<file path="src/rtl/ps2_pkg.sv">
// Shared PS/2 definitions: host-transmit FSM states, frame length, common command bytes.
package ps2_pkg;

    typedef enum logic [2:0] {
        IDLE,
        INHIBIT,
        START,
        SEND,
        WAIT_ACK,
        WAIT_IDLE,
        DONE,
        ERROR
    } state_t;

    localparam int FRAME_FALLS = 11;

    localparam logic [7:0] CMD_SET_LEDS = 8'hED;
    localparam logic [7:0] CMD_ECHO     = 8'hEE;
    localparam logic [7:0] CMD_RESET    = 8'hFF;

    function automatic int max_int(input int a, input int b);
        return (a > b) ? a : b;
    endfunction

endpackage

</file>
<file path="src/rtl/ps2_line_filter.sv">
// Synchronises an asynchronous PS/2 line, debounces it over FILTER_CYCLES samples,
// and flags a 1->0 transition of the filtered level. Latency: 2 sync + FILTER_CYCLES cycles.
module ps2_line_filter #(
    parameter int FILTER_CYCLES = 8
) (
    input  logic clock,
    input  logic reset,
    input  logic raw,
    output logic level,
    output logic fall
);
    localparam int CW = $clog2(FILTER_CYCLES + 1);

    logic [1:0]    sync;
    logic [CW-1:0] run;
    logic          level_q;

    always_ff @(posedge clock) begin
        if (reset) begin
            sync    <= 2'b11;
            run     <= '0;
            level   <= 1'b1;
            level_q <= 1'b1;
        end else begin
            sync    <= {sync[0], raw};
            level_q <= level;
            // run counts consecutive samples that disagree with the current level
            if (sync[1] == level) begin
                run <= '0;
            end else if (run == CW'(FILTER_CYCLES - 1)) begin
                level <= sync[1];
                run   <= '0;
            end else begin
                run <= run + CW'(1);
            end
        end
    end

    assign fall = level_q & ~level;

endmodule

</file>
<file path="src/rtl/ps2_host_tx.sv">
// Host-to-device PS/2 transmitter: inhibits the clock, sends start/8 data/parity/stop on device
// clock falls, checks the ACK, and reports done or error. Lines are only ever pulled low via *_oe.
module ps2_host_tx
    import ps2_pkg::*;
#(
    parameter int INHIBIT_CYCLES     = 6000,
    parameter int SETUP_CYCLES       = 50,
    parameter int FIRST_EDGE_TIMEOUT = 750000,
    parameter int BIT_TIMEOUT        = 100000,
    parameter int FILTER_CYCLES      = 8
) (
    input  logic       clock,
    input  logic       reset,
    input  logic [7:0] tx_data,
    input  logic       tx_valid,
    output logic       tx_ready,
    output logic       tx_done,
    output logic       tx_error,
    output logic       busy,
    input  logic       ps2_clk_in,
    input  logic       ps2_dat_in,
    output logic       ps2_clk_oe,
    output logic       ps2_dat_oe
);
    localparam int CNT_MAX = max_int(max_int(INHIBIT_CYCLES, SETUP_CYCLES),
                                     max_int(FIRST_EDGE_TIMEOUT, BIT_TIMEOUT));
    localparam int CW = $clog2(CNT_MAX + 1);
    localparam int IW = $clog2(FRAME_FALLS + 1);

    state_t        state;
    logic [CW-1:0] cnt;
    logic [IW-1:0] bit_idx;
    logic [7:0]    data;
    logic          parity;
    logic [1:0]    dat_sync;
    logic          clk_level;
    logic          clk_fall;

    ps2_line_filter #(.FILTER_CYCLES(FILTER_CYCLES)) u_clk_filter (
        .clock (clock),
        .reset (reset),
        .raw   (ps2_clk_in),
        .level (clk_level),
        .fall  (clk_fall)
    );

    always_ff @(posedge clock) begin
        if (reset) dat_sync <= 2'b11;
        else       dat_sync <= {dat_sync[0], ps2_dat_in};
    end

    always_ff @(posedge clock) begin
        if (reset) begin
            state      <= IDLE;
            cnt        <= '0;
            bit_idx    <= '0;
            data       <= '0;
            parity     <= 1'b0;
            tx_ready   <= 1'b1;
            busy       <= 1'b0;
            tx_done    <= 1'b0;
            tx_error   <= 1'b0;
            ps2_clk_oe <= 1'b0;
            ps2_dat_oe <= 1'b0;
        end else begin
            tx_done  <= 1'b0;
            tx_error <= 1'b0;
            case (state)
                IDLE: begin
                    if (tx_valid && tx_ready) begin
                        data       <= tx_data;
                        parity     <= ~^tx_data;
                        cnt        <= CW'(INHIBIT_CYCLES - 1);
                        ps2_clk_oe <= 1'b1;
                        tx_ready   <= 1'b0;
                        busy       <= 1'b1;
                        state      <= INHIBIT;
                    end
                end
                INHIBIT: begin
                    if (cnt == '0) begin
                        ps2_dat_oe <= 1'b1;
                        cnt        <= CW'(SETUP_CYCLES - 1);
                        state      <= START;
                    end else begin
                        cnt <= cnt - CW'(1);
                    end
                end
                START: begin
                    if (cnt == '0) begin
                        ps2_clk_oe <= 1'b0;
                        bit_idx    <= '0;
                        cnt        <= CW'(FIRST_EDGE_TIMEOUT);
                        state      <= SEND;
                    end else begin
                        cnt <= cnt - CW'(1);
                    end
                end
                SEND: begin
                    // a fall in the same cycle as expiry still counts
                    if (clk_fall) begin
                        bit_idx <= bit_idx + IW'(1);
                        cnt     <= CW'(BIT_TIMEOUT);
                        if (bit_idx < IW'(8)) begin
                            ps2_dat_oe <= ~data[bit_idx[2:0]];
                        end else if (bit_idx == IW'(8)) begin
                            ps2_dat_oe <= ~parity;
                        end else begin
                            ps2_dat_oe <= 1'b0;
                            state      <= WAIT_ACK;
                        end
                    end else if (cnt == '0) begin
                        tx_error   <= 1'b1;
                        ps2_dat_oe <= 1'b0;
                        state      <= ERROR;
                    end else begin
                        cnt <= cnt - CW'(1);
                    end
                end
                WAIT_ACK: begin
                    if (clk_fall) begin
                        bit_idx <= bit_idx + IW'(1);
                        cnt     <= CW'(BIT_TIMEOUT);
                        if (!dat_sync[1]) begin
                            state <= WAIT_IDLE;
                        end else begin
                            tx_error <= 1'b1;
                            state    <= ERROR;
                        end
                    end else if (cnt == '0) begin
                        tx_error <= 1'b1;
                        state    <= ERROR;
                    end else begin
                        cnt <= cnt - CW'(1);
                    end
                end
                WAIT_IDLE: begin
                    if (clk_level && dat_sync[1]) begin
                        tx_done <= 1'b1;
                        state   <= DONE;
                    end else if (cnt == '0) begin
                        tx_error <= 1'b1;
                        state    <= ERROR;
                    end else begin
                        cnt <= cnt - CW'(1);
                    end
                end
                DONE, ERROR: begin
                    ps2_clk_oe <= 1'b0;
                    ps2_dat_oe <= 1'b0;
                    tx_ready   <= 1'b1;
                    busy       <= 1'b0;
                    state      <= IDLE;
                end
                default: state <= IDLE;
            endcase
        end
    end

endmodule

</file>
<file path="config.mk">
export PLATFORM = sky130hd
export DESIGN_NAME = ps2_host_tx
export DESIGN_NICKNAME = d
export VERILOG_FILES = /design/src/rtl/ps2_pkg.sv /design/src/rtl/ps2_line_filter.sv /design/src/rtl/ps2_host_tx.sv
export SDC_FILE = /design/constraint.sdc
export NUM_CORES = 1
export LEC_CHECK = 0
export ABC_CLOCK_PERIOD_IN_PS = 6200
export CAP_MARGIN = 20
export CORE_MARGIN = 2
export CORE_UTILIZATION = 30
export CTS_CLUSTER_DIAMETER = 80
export DETAILED_ROUTE_END_ITERATION = 10
export RECOVER_POWER = 50
export REMOVE_ABC_BUFFERS = 1
export SLEW_MARGIN = 25
export SYNTH_ARGS = -nofsm -noshare
export SYNTH_HDL_FRONTEND = slang
export SYNTH_SLANG_ARGS = --single-unit
</file>
<file path="constraint.sdc">
create_clock -name clock -period 6.2 [get_ports clock]
set_clock_uncertainty 0.1 [all_clocks]
set_input_delay 0.93 -clock clock [delete_from_list [all_inputs] [get_ports clock]]
set_output_delay 0.93 -clock clock [all_outputs]
set_load 0.05 [all_outputs]
</file>
==> results of run 1 <==
flip-flops by register name, summed over array words and instances (netlist names):
| signal | cells |
|---|---|
| cnt | 20 |
| tx_ready | 1 |
| dat_sync | 2 |
| tx_error | 1 |
| u_clk_filter.level_q | 1 |
| ps2_dat_oe | 1 |
| u_clk_filter.run | 4 |
| ps2_clk_oe | 1 |
| state | 3 |
| data | 8 |
| parity | 1 |
| busy | 1 |
| bit_idx | 4 |
| u_clk_filter.level | 1 |
| tx_done | 1 |
| u_clk_filter.sync | 2 |
cells in the mapped netlist, types with 9 or more instances:
master     n  area [sq um]
dfxtp_1   52          1040
nand2_1   52           195
a21oi_1   43           215
nor2_1    35           131
o21ai_0   24           120
nor3_1    14          70.1
nand2b_1  13          81.3
clkbuf_1  12          45.0
nand3_1   10          50.1
a211oi_1   9          67.6
o21ai_1    9          45.0
xnor2_1    9          78.8
power by group:
group | total [W] | switching, W | leakage, nW | internal [W]
clock | 0.000208 | 0.000126 | 0.0487 | 0.0000827
sequential | 0.000501 | 0.000102 | 0.425 | 0.000399
combinational | 0.000779 | 0.000491 | 0.708 | 0.000288
total | 0.00149 | 0.000719 | 1.18 | 0.000769
layout by cell type, fill, tap and decap left out, drive strengths merged, types with 5 or more instances in the layout:
master,synthesis,layout
a211oi,9,9
a21o,6,6
a21oi,43,43
a31oi,7,7
clkbuf,12,6
clkdlybuf4s50,0,12
dfxtp,52,52
dlygate4sd3,0,6
ha,6,6
inv,9,10
nand2,52,52
nand2b,13,13
nand3,10,10
nor2,36,36
nor2b,5,5
nor3,16,16
nor4,6,6
o21ai,34,34
or2,6,6
xnor2,9,9
final timing paths:
path               startpoint           to  slack [ns]
setup / recovery        reset     state[2]        2.47
hold / removal    dat_sync[0]  dat_sync[1]        0.32
hold reg to reg   dat_sync[0]  dat_sync[1]        0.32
setup reg to reg     state[1]      cnt[17]        3.22
worst max-delay path, cell delays in order:
cell and delay, ns:
dlygate4sd3_1 0.52, clkbuf_1 1.54, a21oi_1 0.27, o21ai_0 0.28, a311o_1 0.17, a211oi_1 0.04
stage by stage:
stage	power, W	util
after detailed placement	0.00127	0.336
after CTS	0.00149	0.345
final	0.00149	0.345
after global placement	0.00126	0.336
after global routing	0.00160	0.345
after floorplan	0.00107	-
per-layer routing:
layer / vias up / global-route usage
met5: - / 0
met4: 0 / 0.0343
met3: 5 / 0.0225
met2: 67 / 0.220
met1: 1359 / 0.196
li1: 1407 / -
layout make-up:
type / count / share of cell area
flip-flops and latches: 52 / 0.307
clock inverters: 3 / 0.00776
inverters: 9 / 0.00997
repair buffers: 19 / 0.0543
multi-input cells: 308 / 0.551
clock buffers: 5 / 0.0203
well taps: 133 / 0.0491
cell families (layout without fill, tap and decap cells):
group,Yosys count,count (layout)
AOI/OAI and AO/OA,122,122
xor gates and xnor gates,12,12
adders and majority gates,6,6
buffers and inverters,29,36
DFF,52,52
muxes,7,7
and+or+nand+nor,161,161
==> impl_metrics.env, run 1 <==
export IMPL_status="complete, but fails checks"
export IMPL_violations_in_the_final_reports="max-capacitance violations, max-slew violations"
export IMPL_cts_clk_slew_worst_paths_ns=0.10
export IMPL_powerDensity_mw_per_mm2=439
export IMPL_routed_via_density=5.36
export IMPL_crit_required_ns=6.26
export IMPL_antenna_left=0
export IMPL_design_core_area_sq_mm=0.00982
export IMPL_setup_total_negative_slack_ns=0
export IMPL_tritoncts="built"
export IMPL_die_h_um=105
export IMPL_synth_seq_area_share=0.343
export IMPL_start_kind="input pin"
export IMPL_clock_sink_count=52
export IMPL_reg2regPathDepth=6
export IMPL_synth_simple_gate_area_frac=0.275
export IMPL_hpwlAfterDp_mm=5.30
export IMPL_first_global_vias=2523
export IMPL_grt_setup_unrepaired="no"
export IMPL_post_cts_gate_resize_count=0
export IMPL_initial_utilization=0.309
export IMPL_root_buffer="clkbuf_8"
export IMPL_multi_input_area_sq_mm=0.00187
export IMPL_global_route_total_usage_across_every_layer=0.139
export IMPL_finalSetupViolations=0
export IMPL_min_path_type="flop to flop"
export IMPL_post_place_cells=521
export IMPL_post_cts_repair_setup_buffers=0
export IMPL_fp_dieArea_sq_mm=0.0109
export IMPL_worst_ep_arrival_time_ns=3.79
export IMPL_timing_fmax_mhz=268
export IMPL_postRouteWirelength_mm=7.65
export IMPL_dr_pass1_iters=4
export IMPL_clock_tree_htree_level_count=2
export IMPL_cts_buffers=5
export IMPL_syn_cell_area_sq_mm=0.00304
export IMPL_drt_iter0_markers=223
export IMPL_dp_slack_ns=3.38
export IMPL_route_vias_total=2838
export IMPL_worstMarginPinSlew_ns=2.18
export IMPL_synthesis_area_per_instance_sq_um=7.81
export IMPL_fraction_of_final_layout_cells_with_drive_strength_greater_than_1=0.0732
export IMPL_timing_max_slew_rel_slack=-0.453
export IMPL_synth_warnings=0
export IMPL_global_route_overflow_total=0
export IMPL_crit_path_kind="input pin to flop"
export IMPL_maxSlewViolCount=46
export IMPL_n_fill_cell=1087
export IMPL_gpl_final_weighted_congestion=0.853
export IMPL_setup_ws_ns=2.47
export IMPL_timing_critical_path_to_type="flop"
export IMPL_dr_max_layer_used="met4"
export IMPL_floorplan_io_pins=19
export IMPL_cts_max_path_buffers=2
export IMPL_synth_xor_area_frac=0.0346
export IMPL_final_hold_worst_slack_ns=0.317
export IMPL_finalInstanceArea_sq_mm=0.00339
export IMPL_complex_gate_fraction_of_the_synthesized_area=0.244
export IMPL_count_of_maximum_capacitance_violations=1
export IMPL_layout_nets=414
export IMPL_rows=36
export IMPL_die_w_um=105
export IMPL_worst_skew_pair_later_pin_latency_ns=0.31
export IMPL_yosys_cell_types_count=61
export IMPL_vdd_drop_max_mv=0.204
export IMPL_maximum_fanout_encountered_on_the_critical_timing_path=45
export IMPL_async_reset_ff_frac=0
export IMPL_register_cell_area_after_layout_sq_mm=0.00104
export IMPL_drc_errors=0
export IMPL_postSynthCellCount=389
export IMPL_finalHoldViolations=0
export IMPL_route_detailed_wl_per_inst_um=14.5
export IMPL_layout_area_growth_over_synthesis_pct=11.5
export IMPL_routed_wl_met2_mm=3.49
export IMPL_post_synth_fa_ha_maj_area_fraction=0.0247
export IMPL_synthFlopType="dfxtp_1"
export IMPL_placed_area_sq_mm=0.00330
export IMPL_grt_antenna_before_repair=0
export IMPL_finalCriticalPeriod_ns=3.73
export IMPL_post_layout_cell_count=529
export IMPL_post_route_period_util=0.601
export IMPL_place_port_buffers=18
export IMPL_post_cts_hold_buffer_count=0
export IMPL_grt_start_max_net_pins=46
export IMPL_num_antenna_cells=0
export IMPL_p_leak_nw=1.18
export IMPL_largest_family_of_logic_cells_by_synthesized_area="simple AND/OR/NAND/NOR gates"
export IMPL_hold_path_cell_count=1
export IMPL_drt_met1_wl_mm=3.72
export IMPL_synth_mux_area_fraction=0.0362
export IMPL_met3WireLength_um=372
export IMPL_synth_seq_cells=52
export IMPL_number_of_synthesized_flops_with_an_enable_pin=0
export IMPL_grt_pass1_wl_mm=12.6
Power figures use the tool's default switching activity.
==> inputs of run 2 (changes only) <==
Settings changed: ABC_CLOCK_PERIOD_IN_PS 6200 to 3100.
Clock period 6.2 ns to 3.1 ns, I/O delays scaled along.
==> run 2 against run 1 <==
Against the previous run: the run now ends clean; cell count increased by 1.1%; sequential share of layout area decreased by 0.33 points; global-route usage increased by 0.65 points; die area unchanged; core utilization increased by 0.37 points; via count increased by 0.88%; flip-flop and latch count unchanged; clock-buffer cell count increased by 1; worst hold slack about the same; critical endpoint is now state[1]; largest cell class unchanged.
==> impl_metrics.env, run 2 (synthesized netlist as in run 1, its figures left out) <==
export IMPL_path_delay_family="simple AND/OR/NAND/NOR gates"
export IMPL_global_route_overflow_total=0
export IMPL_n_fill_cell=1083
export IMPL_post_cts_gate_resize_count=0
export IMPL_crit_path_kind="flop to flop"
export IMPL_cts_clk_slew_worst_paths_ns=0.10
export IMPL_fraction_of_final_layout_cells_with_drive_strength_greater_than_1=0.0846
export IMPL_route_vias_total=2863
export IMPL_grt_start_max_net_pins=29
export IMPL_min_path_type="flop to flop"
export IMPL_dr_pass1_iters=5
export IMPL_largest_register_ffs=20
export IMPL_clock_sink_count=52
export IMPL_grt_antenna_before_repair=0
export IMPL_worst_ep_arrival_time_ns=2.82
export IMPL_maximum_fanout_encountered_on_the_critical_timing_path=14
export IMPL_fin_total_pwr_w=0.00302
export IMPL_status="finished clean"
export IMPL_hold_path_cell_count=1
export IMPL_place_port_buffers=18
export IMPL_dp_slack_ns=0.490
export IMPL_setup_total_negative_slack_ns=0
export IMPL_timing_critical_path_to_type="flop"
export IMPL_start_kind="flop"
export IMPL_largest_register="cnt"
export IMPL_global_route_total_usage_across_every_layer=0.145
export IMPL_final_cell_mix="52 x nand2_1, 52 x dfxtp_1, 43 x a21oi_1"
export IMPL_hpwlAfterDp_mm=5.62
export IMPL_finalSetupViolations=0
export IMPL_vdd_drop_max_mv=0.511
export IMPL_rows=36
export IMPL_count_of_maximum_capacitance_violations=0
export IMPL_register_cell_area_after_layout_sq_mm=0.00104
export IMPL_setup_ws_ns=0.397
export IMPL_route_detailed_wl_per_inst_um=14.7
export IMPL_die_w_um=105
export IMPL_powerDensity_mw_per_mm2=883
export IMPL_first_global_vias=2751
export IMPL_layout_area_growth_over_synthesis_pct=12.7
export IMPL_drc_errors=0
export IMPL_root_buffer="clkbuf_8"
export IMPL_cts_max_path_buffers=2
export IMPL_p_leak_nw=1.20
export IMPL_num_antenna_cells=0
export IMPL_grt_pass1_wl_mm=13.3
export IMPL_fp_dieArea_sq_mm=0.0109
export IMPL_clock_tree_htree_level_count=2
export IMPL_reg2regPathDepth=8
export IMPL_post_cts_repair_setup_buffers=0
export IMPL_initial_utilization=0.309
export IMPL_antenna_left=0
export IMPL_slowest_delay_ns=0.52
export IMPL_timing_max_slew_rel_slack=0.0827
export IMPL_maxSlewViolCount=0
export IMPL_critical_path_slowest_cell="or2_1"
export IMPL_worstMarginPinSlew_ns=1.38
export IMPL_layout_nets=420
export IMPL_worst_skew_pair_later_pin_latency_ns=0.32
export IMPL_postRouteWirelength_mm=7.85
export IMPL_post_route_period_util=0.872
export IMPL_finalHoldViolations=0
export IMPL_crit_required_ns=3.22
export IMPL_floorplan_io_pins=19
export IMPL_tritoncts="built"
export IMPL_grt_setup_unrepaired="no"
export IMPL_design_core_area_sq_mm=0.00982
export IMPL_gpl_final_weighted_congestion=0.896
export IMPL_post_cts_hold_buffer_count=0
export IMPL_reg_largest_list="cnt (20), data (8)"
export IMPL_final_hold_worst_slack_ns=0.317
export IMPL_die_h_um=105
export IMPL_timing_fmax_mhz=370
export IMPL_cts_buffers=5
export IMPL_finalCriticalPeriod_ns=2.70
export IMPL_drt_iter0_markers=209
export IMPL_multi_input_area_sq_mm=0.00187
export IMPL_cp_num_cells=8
export IMPL_routed_via_density=5.35
export IMPL_crit_buf_inv=1
export IMPL_worstPathCellList="inv_1 > ha_1 > nor4b_2 > nand4_4 > or2_1 > mux2i_4 > a211oi_1 > a311oi_2"
run 2: final timing paths:
kind                                   from           to  slack [ns]
worst max-delay path                 cnt[0]     state[1]        0.40
worst min-delay path            dat_sync[0]  dat_sync[1]        0.32
worst max register to register       cnt[0]     state[1]        0.40
worst min register to register  dat_sync[0]  dat_sync[1]        0.32
run 2: layer usage:
| metal | track usage | part of all wire | up-vias |
|---|---|---|---|
| met5 | 0 | 0 | - |
| met4 | 0.0467 | 0.014 | 0 |
| met3 | 0.0237 | 0.051 | 13 |
| met2 | 0.236 | 0.46 | 99 |
| met1 | 0.197 | 0.48 | 1339 |
| li1 | - | - | 1412 |
run 2: through the flow:
stage,instances,utilization,instance area (sq um)
after CTS,535,0.349,3430
after global routing,535,0.349,3420
final,535,0.349,3420
after detailed placement,527,0.340,3340
after global placement,527,0.340,3340
after floorplan,369,-,2940
run 2: final cells by class:
class                           instances  area share
Clock buffer                            6      0.0212
Clock inverter                          2     0.00475
Inverter                                9     0.00987
Multi-Input combinational cell        308       0.545
Sequential cell                        52       0.304
Tap cell                              133      0.0486
Timing Repair Buffer                   25      0.0662
run 2: power by group:
part,switching [W],internal (W)
sequential,0.000139,0.000798
combinational,0.00108,0.000602
clock,0.000243,0.000161
run 2: worst reg2reg max path, delay by kind of cell (launching register included):
| family | cells | cell delay [ns] |
|---|---|---|
| flops | 1 | 0.35 |
| buf+inv | 1 | 0.11 |
| mux | 1 | 0.29 |
| simple gates | 3 | 1.13 |
| fa+ha+maj | 1 | 0.27 |
| compound gates | 2 | 0.36 |
==> inputs of run 3 (changes only) <==
Settings changed: CELL_PAD_IN_SITES_DETAIL_PLACEMENT set to 1, CELL_PAD_IN_SITES_GLOBAL_PLACEMENT set to 1, PLACE_DENSITY_LB_ADDON set to 0.1.
==> run 3 against run 2 <==
Against the previous run: combinational power rose by 5%; register-to-register slack got worse by 0.05 ns; sequential power rose by 2%; die area did not move; critical path depth rose by 1; flip-flop and latch count did not move; non-clock buffer count rose by 3; worst hold slack improved by 0.0072 ns; first-iteration DRC count fell by 41%; global-route usage rose by 2.9 points; total power rose by 6.0%; critical endpoint is now cnt[0]; largest power group unchanged.
==> impl_metrics.env, run 3 (synthesized netlist as in run 1, its figures left out) <==
export IMPL_start_kind="flop"
export IMPL_grt_met1_usage=0.262
export IMPL_hold_path_cell_count=1
export IMPL_timing_fmax_mhz=364
export IMPL_root_buffer="clkbuf_8"
export IMPL_netSwitchingFraction=0.476
export IMPL_gpl_final_weighted_congestion=0.877
export IMPL_layout_nets=423
export IMPL_grt_setup_unrepaired="no"
export IMPL_hpwlAfterDp_mm=6.73
export IMPL_floorplan_io_pins=19
export IMPL_post_route_period_util=0.887
export IMPL_layout_area_growth_over_synthesis_pct=13.9
export IMPL_worstHoldEndpoint="dat_sync[1]"
export IMPL_post_layout_cell_count=538
export IMPL_die_h_um=105
export IMPL_drt_iter0_markers=123
export IMPL_global_route_overflow_total=0
export IMPL_n_fill_cell=1237
export IMPL_place_port_buffers=18
export IMPL_antenna_left=0
export IMPL_use_met3=0.0262
export IMPL_grt_antenna_before_repair=0
export IMPL_p_sw_w=0.00152
export IMPL_maximum_fanout_encountered_on_the_critical_timing_path=7
export IMPL_crit_required_ns=3.21
export IMPL_internal_power_w=0.00168
export IMPL_timing_critical_path_to_type="flop"
export IMPL_holdCritStartpoint="dat_sync[0]"
export IMPL_timing_max_slew_rel_slack=0.127
export IMPL_p_leak_nw=1.23
export IMPL_die_w_um=105
export IMPL_rows=36
export IMPL_post_cts_repair_setup_buffers=0
export IMPL_cts_max_path_buffers=2
export IMPL_route_detailed_wl_per_inst_um=16.9
export IMPL_setup_total_negative_slack_ns=0
export IMPL_pwr_share_seq=0.298
export IMPL_dr_pass1_iters=4
export IMPL_worst_ep_arrival_time_ns=2.86
export IMPL_grt_start_max_net_pins=27
export IMPL_groute_layer_met2_usage=0.263
export IMPL_min_path_type="flop to flop"
export IMPL_clock_sink_count=52
export IMPL_crit_path_kind="flop to flop"
export IMPL_first_global_vias=2871
export IMPL_finalCriticalPeriod_ns=2.75
export IMPL_grt_pass1_wl_mm=15.3
export IMPL_fp_dieArea_sq_mm=0.0109
export IMPL_num_antenna_cells=0
export IMPL_largest_register="cnt"
export IMPL_finalHoldViolations=0
export IMPL_fraction_of_final_layout_cells_with_drive_strength_greater_than_1=0.0914
export IMPL_routed_via_density=5.30
export IMPL_r2r_slack_ns=0.35
export IMPL_global_route_total_usage_across_every_layer=0.174
export IMPL_reg_largest_list="cnt (20), data (8)"
export IMPL_cts_buffers=5
export IMPL_initial_utilization=0.309
export IMPL_combinationalPowerShare=0.548
export IMPL_post_place_cells=530
export IMPL_route_vias_total=2851
export IMPL_maxSlewViolCount=0
export IMPL_post_cts_gate_resize_count=0
export IMPL_drc_errors=0
export IMPL_finalSetupViolations=0
export IMPL_post_cts_hold_buffer_count=0
export IMPL_largest_register_ffs=20
export IMPL_reg2regPathDepth=9
export IMPL_worst_skew_pair_later_pin_latency_ns=0.32
export IMPL_final_cell_mix="52 x nand2_1, 52 x dfxtp_1, 43 x a21oi_1"
export IMPL_status="finished clean"
export IMPL_rr_endpoint="cnt[0]"
export IMPL_crit_reg2reg_launch="cnt[5]"
export IMPL_worstMarginPinSlew_ns=1.31
export IMPL_vdd_drop_max_mv=0.348
export IMPL_design_core_area_sq_mm=0.00982
export IMPL_clock_power_share=0.154
export IMPL_tritoncts="built"
export IMPL_clock_tree_htree_level_count=2
export IMPL_powerDensity_mw_per_mm2=926
export IMPL_count_of_maximum_capacitance_violations=0
export IMPL_cts_clk_slew_worst_paths_ns=0.10
export IMPL_postRouteWirelength_mm=9.10
export IMPL_grt_busiest_layer="met2"
export IMPL_fin_total_pwr_w=0.00320
run 3: changes by cell type in the layout (fill, tap and decap cells not counted):
cell,before,now
bufinv_16,0,1
clkinv_4,1,0
clkbuf_2,1,0
nor3_1,14,15
dlygate4sd3_1,7,6
buf_4,5,9
nor3_2,1,0
clkinv_2,0,1
run 3: power by group through the flow:
stage | clock, W | sequential, W | combinational (W)
2_1_floorplan | 0 | 0.00101 | 0.00113
3_3_place_gp | 0 | 0.000972 | 0.00176
3_5_place_dp | 0 | 0.000971 | 0.00176
4_1_cts | 0.000510 | 0.000957 | 0.00177
5_1_grt | 0.000536 | 0.000978 | 0.00196
6_report | 0.000492 | 0.000955 | 0.00176
run 3: through the flow:
step / hold WS (ns) / utilization / area [sq um] / worst slack, ns
6_report: 0.324 / 0.352 / 3460 / 0.350
5_1_grt: 0.352 / 0.352 / 3460 / 0.168
4_1_cts: 0.331 / 0.353 / 3470 / 0.503
3_5_place_dp: 0.300 / 0.342 / 3360 / 0.525
3_3_place_gp: 0.302 / 0.342 / 3360 / 0.542
2_1_floorplan: 0.289 / - / 2940 / 0.794
run 3: routing by layer:
layer  share of wire  vias up  routed length, um
met1            0.54     1384               4950
met2            0.42       37               3830
met4          0.0086        0                 78
met5               0        -                  0
met3           0.026        7                241
li1                -     1423                  -
run 3: critical path, stage by stage (launching register included):
cell and delay [ns]:
dfxtp_1 0.40, nor3_1 0.53, nand4_2 0.28, nor3_4 0.34, inv_2 0.16, ha_1 0.21
o21ai_0 0.14, a21oi_1 0.08, o22a_1 0.18, a211oi_1 0.23
run 3: area by class of cell:
type | count | area, sq um | area share
Timing Repair Buffer | 28 | 245 | 0.0709
Clock buffer | 5 | 68.8 | 0.0199
Clock inverter | 3 | 42.5 | 0.0123
Inverter | 9 | 33.8 | 0.00976
Multi-Input combinational cell | 308 | 1860 | 0.538
Tap cell | 133 | 166 | 0.0481
Sequential cell | 52 | 1040 | 0.301
run 3: worst max-delay path by stage:
| stage | from | endpoint | slack, ns | cells past startpoint |
|---|---|---|---|---|
| after global placement | cnt[5] | cnt[0] | 0.54 | 9 |
| after global routing | cnt[5] | cnt[0] | 0.17 | 9 |
| after CTS | cnt[0] | state[2] | 0.50 | 8 |
| final | cnt[5] | cnt[0] | 0.35 | 9 |
| after detailed placement | cnt[0] | state[1] | 0.53 | 8 |
| after floorplan | cnt[8] | cnt[0] | 0.79 | 9 |
